--- config.mk ---
export PLATFORM = sky130hd
export DESIGN_NAME = count_stream_decoder
export DESIGN_NICKNAME = d
export VERILOG_FILES = /design/src/rtl/count_stream_decoder.sv
export SDC_FILE = /design/constraint.sdc
export NUM_CORES = 1
export LEC_CHECK = 0
export BUFFER_PORTS_ARGS = -buffer_cell sky130_fd_sc_hd__buf_4
export CAP_MARGIN = 30
export CORE_UTILIZATION = 54
export DETAILED_ROUTE_END_ITERATION = 6
export PLACE_DENSITY = 0.78
export SKIP_CTS_REPAIR_TIMING = 1
export SKIP_LAST_GASP = 1
export SYNTH_ARGS = -nofsm -noshare
export SYNTH_HDL_FRONTEND = slang
export SYNTH_SLANG_ARGS = --single-unit
--- constraint.sdc ---
create_clock -name clk -period 6.6 [get_ports clk]
set_input_delay 1.32 -clock clk [delete_from_list [all_inputs] [get_ports clk]]
set_output_delay 1.32 -clock clk [all_outputs]
set_load 0.01 [all_outputs]
--- src/rtl/count_stream_decoder.sv ---
// Receive-side decoder/checker for a 4-bit up/down counter stream.
// Optional hold-run stall detector: define COUNT_STREAM_DECODER_STALL_DET_EN.
module count_stream_decoder #(
  parameter int POS_WIDTH     = 16,
  parameter int ERR_CNT_WIDTH = 8,
  parameter int STALL_CYCLES  = 8
) (
  input  logic                     clk,
  input  logic                     reset_n,
  input  logic                     sample_en,
  input  logic [3:0]               count_in,
  input  logic                     carry_in,
  output logic                     primed,
  output logic                     step_up,
  output logic                     step_down,
  output logic                     holding,
  output logic                     wrap_up,
  output logic                     wrap_down,
  output logic                     seq_error,
  output logic [ERR_CNT_WIDTH-1:0] err_count,
  output logic [POS_WIDTH-1:0]     position,
  output logic                     stalled
);

  typedef enum logic {UNPRIMED, TRACK} state_t;

  state_t                   state, state_next;
  logic [3:0]               prev, prev_next;
  logic [3:0]               delta;
  logic                     is_up, is_down, is_hold, at_max, at_min;
  logic                     track_sample;
  logic                     step_up_next, step_down_next, holding_next;
  logic                     wrap_up_next, wrap_down_next, seq_error_next;
  logic [ERR_CNT_WIDTH-1:0] err_count_next;
  logic [POS_WIDTH-1:0]     position_next;

  assign primed       = (state == TRACK);
  assign track_sample = sample_en && (state == TRACK);
  assign delta        = count_in - prev;
  assign is_up        = (delta == 4'd1);
  assign is_down      = (delta == 4'hF);
  assign is_hold      = (delta == 4'd0);
  assign at_max       = (prev == 4'hF);
  assign at_min       = (prev == 4'd0);

  always_comb begin
    state_next     = state;
    prev_next      = prev;
    step_up_next   = 1'b0;
    step_down_next = 1'b0;
    wrap_up_next   = 1'b0;
    wrap_down_next = 1'b0;
    seq_error_next = 1'b0;
    holding_next   = holding;
    err_count_next = err_count;
    position_next  = position;
    if (sample_en) begin
      prev_next = count_in;
      case (state)
        UNPRIMED: state_next = TRACK;
        TRACK: begin
          holding_next   = is_hold;
          step_up_next   = is_up;
          step_down_next = is_down;
          wrap_up_next   = is_up && at_max;
          wrap_down_next = is_down && at_min;
          // Illegal delta and carry mismatch merge into one error event.
          seq_error_next = !(is_up || is_down || is_hold) ||
                           (carry_in != ((is_up && at_max) || (is_down && at_min)));
          if (seq_error_next && (err_count != '1))
            err_count_next = err_count + ERR_CNT_WIDTH'(1);
          if (is_up)
            position_next = position + POS_WIDTH'(1);
          else if (is_down)
            position_next = position - POS_WIDTH'(1);
        end
        default: state_next = UNPRIMED;
      endcase
    end
  end

  always_ff @(posedge clk or negedge reset_n) begin
    if (!reset_n) begin
      state     <= UNPRIMED;
      prev      <= '0;
      step_up   <= 1'b0;
      step_down <= 1'b0;
      holding   <= 1'b0;
      wrap_up   <= 1'b0;
      wrap_down <= 1'b0;
      seq_error <= 1'b0;
      err_count <= '0;
      position  <= '0;
    end else begin
      state     <= state_next;
      prev      <= prev_next;
      step_up   <= step_up_next;
      step_down <= step_down_next;
      holding   <= holding_next;
      wrap_up   <= wrap_up_next;
      wrap_down <= wrap_down_next;
      seq_error <= seq_error_next;
      err_count <= err_count_next;
      position  <= position_next;
    end
  end

`ifdef COUNT_STREAM_DECODER_STALL_DET_EN
  localparam int RUN_W = $clog2(STALL_CYCLES + 1);

  logic [RUN_W-1:0] run, run_next;
  logic             stalled_next;

  // Run counter parks at STALL_CYCLES so a long hold cannot wrap it.
  always_comb begin
    run_next     = run;
    stalled_next = stalled;
    if (track_sample) begin
      if (is_hold) begin
        if (run != RUN_W'(STALL_CYCLES))
          run_next = run + RUN_W'(1);
        stalled_next = (run_next == RUN_W'(STALL_CYCLES));
      end else begin
        run_next     = '0;
        stalled_next = 1'b0;
      end
    end
  end

  always_ff @(posedge clk or negedge reset_n) begin
    if (!reset_n) begin
      run     <= '0;
      stalled <= 1'b0;
    end else begin
      run     <= run_next;
      stalled <= stalled_next;
    end
  end
`else
  assign stalled = 1'b0;
`endif

endmodule

==> results of run 1 <==
-- cell type report --
type	instances	area [um^2]
tap	50	62.6
multi-input combinational	186	1300
clock buffer	6	72.6
sequential	35	876
timing repair buffer	39	300
clock inverter	2	60.1
fill	325	1300
inverter	8	30.0
-- layer usage --
metal / GRT usage / part of all wire
met5: 0 / 0
met4: 0.0878 / 0.014
met3: 0.0655 / 0.031
met2: 0.374 / 0.48
met1: 0.282 / 0.48
-- synth_stat cells, types with 4 or more instances --
cell type	n	area [um^2]
ha_1	17	213
xor2_1	7	61.3
nor3_1	9	45.0
a31oi_1	4	25.0
xnor2_1	14	123
inv_1	7	26.3
clkbuf_1	6	22.5
and3_1	5	31.3
o21ai_0	16	80.1
nand4_1	7	43.8
dfrtp_1	35	876
nand2_1	17	63.8
a21oi_1	10	50.1
a21o_1	4	30.0
a211oi_1	5	37.5
nand3_1	6	30.0
mux2_2	6	67.6
nor2_1	19	71.3
-- state kept, by name (all words and copies together) (netlist names) --
signal     flops
err_count      8
holding        1
position      16
prev           4
primed         1
seq_error      1
step_down      1
step_up        1
wrap_down      1
wrap_up        1
-- worst max-delay path, cell delays in order --
cell and delay (ns):
buf_4 0.11, inv_1 0.05, ha_1 0.15, inv_1 0.05, fa_1 0.37, xor2_1 0.17
nor3_1 0.20, nor2b_4 0.24, inv_2 0.21, ha_1 0.51, a21oi_1 0.10, or3b_1 0.37
o211ai_1 0.17, nand3_1 0.17, a311oi_1 0.38, a31o_2 0.22, mux2i_1 0.22, xnor2_1 0.13
-- logic make-up (layout without fill, tap and decap cells) --
logic type	count (synthesis)	in the layout	synth area share
compound gates	53	53	0.149
xor+xnor	21	21	0.0823
other cells	1	1	0.00168
mux	9	9	0.0436
buf+inv	16	55	0.0291
flops	35	35	0.392
simple gates	83	83	0.193
fa+ha+maj	19	19	0.109
-- power by group through the flow --
| stage | Sequential (mW) | Clock (mW) | Combinational, mW |
|---|---|---|---|
| floorplan | 0.388 | 0 | 0.453 |
| global placement | 0.370 | 0 | 0.666 |
| detailed placement | 0.372 | 0 | 0.680 |
| CTS | 0.368 | 0.237 | 0.684 |
| global route | 0.380 | 0.245 | 0.767 |
| finish | 0.369 | 0.234 | 0.685 |
-- through the flow --
step / util / instance area, um^2 / std cells
after floorplan: - / 2240 / 237
after global placement: 0.638 / 2550 / 317
after detailed placement: 0.638 / 2550 / 317
after CTS: 0.671 / 2690 / 325
after global routing: 0.675 / 2700 / 326
final: 0.675 / 2700 / 326
-- worst max-delay path by stage --
stage	to	slack, ns
6_report	position[15]	1.68
3_3_place_gp	position[15]	1.37
5_1_grt	position[15]	1.37
4_1_cts	position[15]	1.65
2_1_floorplan	position[15]	1.73
3_5_place_dp	position[15]	1.32
==> metrics.cfg, run 1 <==
[power]
swShare=0.406
p_seq_frac=0.286
power.leakage_nw=1.25
pwr-share-comb=0.532
peakVddDrop_uv=259
finalPower_mw=1.29
clkPwrFrac=0.182
switching_power_mw=0.523
p_per_area_mw_per_mm2=477
p_int_mw=0.765

[cells_and_area]
most-common-layout-cells=buf_4, dfrtp_1, nor2_1
layout-drive-gt1-share=0.214
area_growth_pct=20.8
n_antenna_cell=0
mostFrequentLayoutCell=buf_4
fin_nets=301

[timing]
worstMarginPinSlew_ns=0.584
setup_ws_ns=1.68
tns_ns=0
max_slew_margin=0.611
min_period_ns=4.92
fmax_mhz=203
rsz0062_at_grt=no
timing.final.hold_violations=0
timing.final.crit_share=0.745
worst_clock_skew_ns=0.00772
whs_ns=0.479
drv_slew=0
setup_viol=0

[place]
gp_congestion=0.840
dp_slack_ns=1.32
portBuffers=38
post-dp-hpwl_um=3270

[global_route]
first_global_vias=1705
grt_use_total=0.228
grt_max_degree=36
grt_antenna_before_repair=0
grt_first_pass_wirelength_um=7480
gr-total-overflow=0

[setup_path]
r2r_end=position[15]
critPathLaunchType=input pin
critical_path_class=in -> reg
crit_path_max_fanout=22
cp-end-kind=flop
r2r-start=prev[0]
crit_arrival_ns=5.14
reg2reg_depth=15
cp-startpoint=count_in[0]
rrSetupSlack_ns=2.43
required_ns=6.82

[detailed_routing]
viasPerCell=5.73
drc=0
drt_wl_total_um=4510
drt_pre_antenna_iters=4
wl_per_cell_um=13.8
num_vias=1867
ant_nets=0
drt_iter0_markers=67

[synth]
syn_nets=263
netlist_area_mm2=0.00224
yosys_register_bits=35
syn_area_per_cell_um2=9.43
ys_seq_area_frac=0.392
dominantRegCellSynth=dfrtp_1
syn_inst=237
synthArstFlopShare=1.00
ys_warn_count=0
ys_types=49
synth_edf_count=0

[min_path]
min_from=position[15]
hold_path.class=reg -> reg
min_to=position[15]
hold-path-cell-count=1

[cts]
cts_root_buf=clkbuf_8
clk_pin_slew_worst_paths_ns=0.07
clock_sinks=35
numCtsBuffers=5
htreeDepth=2
clock_latency_ns=0.30
cts_tree=built
cts_buffer_depth=2

[status]
outcome=finished, final reports clean

[floorplanning]
core_mm2=0.00400
die_w_um=66.3
ioPinCount=40
die-area_mm2=0.00440
dieHeight_um=66.3
start_util=0.559
num_rows=23

[run]
drv_cap=0

Power figures use the tool's default switching activity.
==> run 2: changes to the inputs <==
- clock period: 6.6 -> 5.09 ns (I/O delays scaled with it)
==> metrics.cfg, run 2 (synthesized netlist as in run 1, its figures left out) <==
[timing]
tns_ns=0
whs_ns=0.497
worst_clock_skew_ns=0.00772
fmax_mhz=217
rsz0062_at_grt=no
timing.final.hold_violations=0
timing.final.crit_share=0.907
drv_slew=0
setup_ws_ns=0.476
min_period_ns=4.61
setup_viol=0

[detailed_routing]
drt_pre_antenna_iters=4
drt_wl_total_um=4690
viasPerCell=5.68
num_vias=1864
ant_nets=0
drt_iter0_markers=96
drc=0
wl_per_cell_um=14.3

[cells_and_area]
area_growth_pct=21.4
mostFrequentLayoutCell=buf_4
final_cell_area_mm2=0.00272
n_antenna_cell=0
most-common-layout-cells=buf_4, dfrtp_1, nor2_1
largest_reg_flops=16
post-route-util=0.679
reg_top3=position (16), err_count (8), prev (4)
largest_register=position
fin_nets=303
layout-drive-gt1-share=0.219
final_cells=328

[place]
place_area_mm2=0.00257
gp_congestion=0.827
dp_slack_ns=0.266
portBuffers=38
place_inst=319
post-dp-hpwl_um=3410

[power]
peakVddDrop_uv=349
power.leakage_nw=1.26
finalPower_mw=1.69
p_per_area_mw_per_mm2=624

[setup_path]
r2r-start=prev[0]
crit_path_max_fanout=12
critPathLaunchType=input pin
path_delay_family=simple AND/OR/NAND/NOR gates
critical_path_class=in -> reg
cpMaxStageDelayCell=ha_1
crit_chain=buf_4 > inv_1 > ha_1 > inv_1 > fa_1 > xor2_1 > nor3_1 > nor2b_4 > inv_2 > ha_1 > a21oi_1 > or3b_1 > o211ai_1 > nand3_1 > a311oi_1 > a31o_2 > mux2i_1 > xnor2_1
rrSetupSlack_ns=0.96
cp-end-kind=flop
crit_arrival_ns=4.83
crit_buf_inv=4
critPathMaxStageDelay_ns=0.45
required_ns=5.31
r2r_end=position[15]
reg2reg_depth=15

[min_path]
hold_path.class=reg -> reg
min_from=err_count[6]
hold-path-cell-count=1
min_to=err_count[6]

[cts]
htreeDepth=2
cts_buffer_depth=2
cts_tree=built
numCtsBuffers=5
clk_pin_slew_worst_paths_ns=0.08
clock_latency_ns=0.29
cts_root_buf=clkbuf_8
clock_sinks=35

[floorplanning]
start_util=0.559
dieHeight_um=66.3
num_rows=23
die_w_um=66.3
core_mm2=0.00400
ioPinCount=40
die-area_mm2=0.00440

[global_route]
grt_first_pass_wirelength_um=7760
grt_max_degree=36
gr-total-overflow=0
grt_antenna_before_repair=0
grt_use_total=0.233
first_global_vias=1754

[status]
outcome=finished, final reports clean

[run]
drv_cap=0

==> run 2: cell types whose count changed in the layout (fill, tap and decap cells not counted), sizes merged <==
cell | previous run | this run
buf | 39 | 41
==> run 2: how the worst max path moves through the flow <==
stage | end | from | depth (start not counted)
2_1_floorplan | position[15] | count_in[0] | 18
3_5_place_dp | position[15] | count_in[0] | 18
6_report | position[15] | count_in[0] | 18
5_1_grt | position[15] | count_in[0] | 18
4_1_cts | position[15] | count_in[0] | 18
3_3_place_gp | position[15] | count_in[0] | 18
==> run 2: layer usage <==
metal | vias up | global-route usage | wire length, um | part of all wire
met4 | 0 | 0.0771 | 45 | 0.0096
met3 | 5 | 0.0621 | 180 | 0.038
met5 | - | 0 | 0 | 0
met1 | 873 | 0.296 | 2160 | 0.46
met2 | 46 | 0.381 | 2310 | 0.49
li1 | 940 | - | - | -
==> run 2: power breakdown <==
| group | internal, mW | leakage (nW) | switching, mW |
|---|---|---|---|
| Combinational | 0.437 | 0.762 | 0.481 |
| Sequential | 0.370 | 0.435 | 0.108 |
| Clock | 0.196 | 0.0654 | 0.103 |
==> run 2: area by class of cell <==
cell class,instances,area [um^2]
flip-flops and latches,35,876
multi-input cells,186,1300
clock buffers,6,72.6
well taps,50,62.6
fillers,316,1280
repair buffers,41,315
clock inverters,2,60.1
inverters,8,30.0
==> run 3: changes to the inputs <==
- GPL_TIMING_DRIVEN: default -> 0
==> metrics.cfg, run 3 (synthesized netlist as in run 1, its figures left out) <==
[cts]
cts_tree=built
clk_pin_slew_worst_paths_ns=0.07
clock_sinks=35
cts_root_buf=clkbuf_8
numCtsBuffers=5
clock_latency_ns=0.29
htreeDepth=2
cts_buffer_depth=2

[floorplanning]
core_mm2=0.00400
num_rows=23
ioPinCount=40
start_util=0.559
die_w_um=66.3
die-area_mm2=0.00440
dieHeight_um=66.3

[cells_and_area]
regArea_um2=876
area_growth_pct=19.1
most-common-layout-cells=buf_4, dfrtp_1, nor2_1
n_antenna_cell=0
reg_top3=position (16), err_count (8), prev (4)
final_cell_area_mm2=0.00266
fin_nets=307
mostFrequentLayoutCell=buf_4
fillCellCount=334
largest_register=position
layout-drive-gt1-share=0.209
multi_input_comb_area_mm2=0.00129
largest_reg_flops=16

[timing]
min_period_ns=4.72
setup_ws_ns=0.368
worstMarginPinSlew_ns=0.648
timing.final.crit_share=0.928
rsz0062_at_grt=no
max_slew_margin=0.563
timing.final.hold_violations=0
worst_clock_skew_ns=0.00440
setup_viol=0
tns_ns=0
drv_slew=0
fmax_mhz=212

[setup_path]
crit_chain=buf_4 > inv_1 > ha_1 > inv_1 > fa_1 > xor2_1 > nor3_1 > nor2b_4 > inv_2 > buf_2 > ha_1 > clkbuf_1 > nand3_1 > nor2_1 > and3_1 > a222oi_1 > a31oi_1 > or4_1 > nand3_1
path_delay_family=simple AND/OR/NAND/NOR gates
critPathLaunchType=input pin
required_ns=5.32
crit_path_max_fanout=21
crit_buf_inv=6
crit_arrival_ns=4.95
critPathMaxStageDelay_ns=0.52
cp-end-kind=flop
cpMaxStageDelayCell=a222oi_1
critical_path_class=in -> reg

[power]
finalPower_mw=1.56
power.leakage_nw=1.23
peakVddDrop_uv=328
p_per_area_mw_per_mm2=587

[status]
outcome=finished, final reports clean

[place]
dp_slack_ns=-0.101
place_area_mm2=0.00258
portBuffers=37
post-dp-hpwl_um=3320
gp_congestion=0.860

[global_route]
grt_use_total=0.233
first_global_vias=1720
grt_first_pass_wirelength_um=7690
grt_antenna_before_repair=0
gr-total-overflow=0
grt_max_degree=36

[detailed_routing]
drt_pre_antenna_iters=4
ant_nets=0
drt_wl_total_um=4500
wl_per_cell_um=13.5
num_vias=1854
viasPerCell=5.58
drt_iter0_markers=140
drc=0

[run]
drv_cap=0

[min_path]
hold_path.class=reg -> reg

## run 3: cell count changes in the layout (fill, tap and decap cells not counted), moves of 2 or more
| cell | change |
|---|---|
| clkbuf_1 | +5 |
| buf_2 | +2 |
| buf_4 | -2 |
| bufinv_16 | -2 |
## run 3: area by class of cell
class                      instances  area share
buffer                             7      0.0117
clock buffer                       6      0.0273
clock inverter                     2     0.00470
inverter                           8      0.0113
multi-input combinational        186       0.486
sequential                        35       0.329
tap                               50      0.0235
timing repair buffer              38       0.106
## run 3: final timing paths
kind / depth (start not counted) / to / slack (ns) / from
worst min-delay path: 2 / holding / 0.49 / holding
worst min register to register: 2 / holding / 0.49 / holding
worst max register to register: 16 / position[14] / 0.83 / prev[0]
min in group asynchronous: 1 / position[8] / 0.65 / reset_n
worst max-delay path: 19 / position[14] / 0.37 / count_in[0]
max in group asynchronous: 1 / err_count[6] / 4.11 / reset_n
## run 3: tightest hold or removal path: stages, from the launching register on
cell,delay (ns)
dfrtp_1,0.34
nand2_1,0.05
o21ai_0,0.06
## run 3: per-stage QoR
step | instances | hold slack, ns | util
after floorplan | 237 | 0.508 | -
after global placement | 324 | 0.464 | 0.644
after detailed placement | 325 | 0.471 | 0.645
after CTS | 333 | 0.487 | 0.667
after global routing | 332 | 0.498 | 0.666
final | 332 | 0.488 | 0.666
## run 3: routing by layer
metal,wire (um),global-route usage
met1,2130,0.299
met5,0,0
met2,2160,0.384
met4,69,0.0798
met3,140,0.0517
## run 3: report_power, final
part | switching (mW) | internal [mW]
Clock | 0.104 | 0.0956
Sequential | 0.105 | 0.370
Combinational | 0.463 | 0.426
Total | 0.672 | 0.891
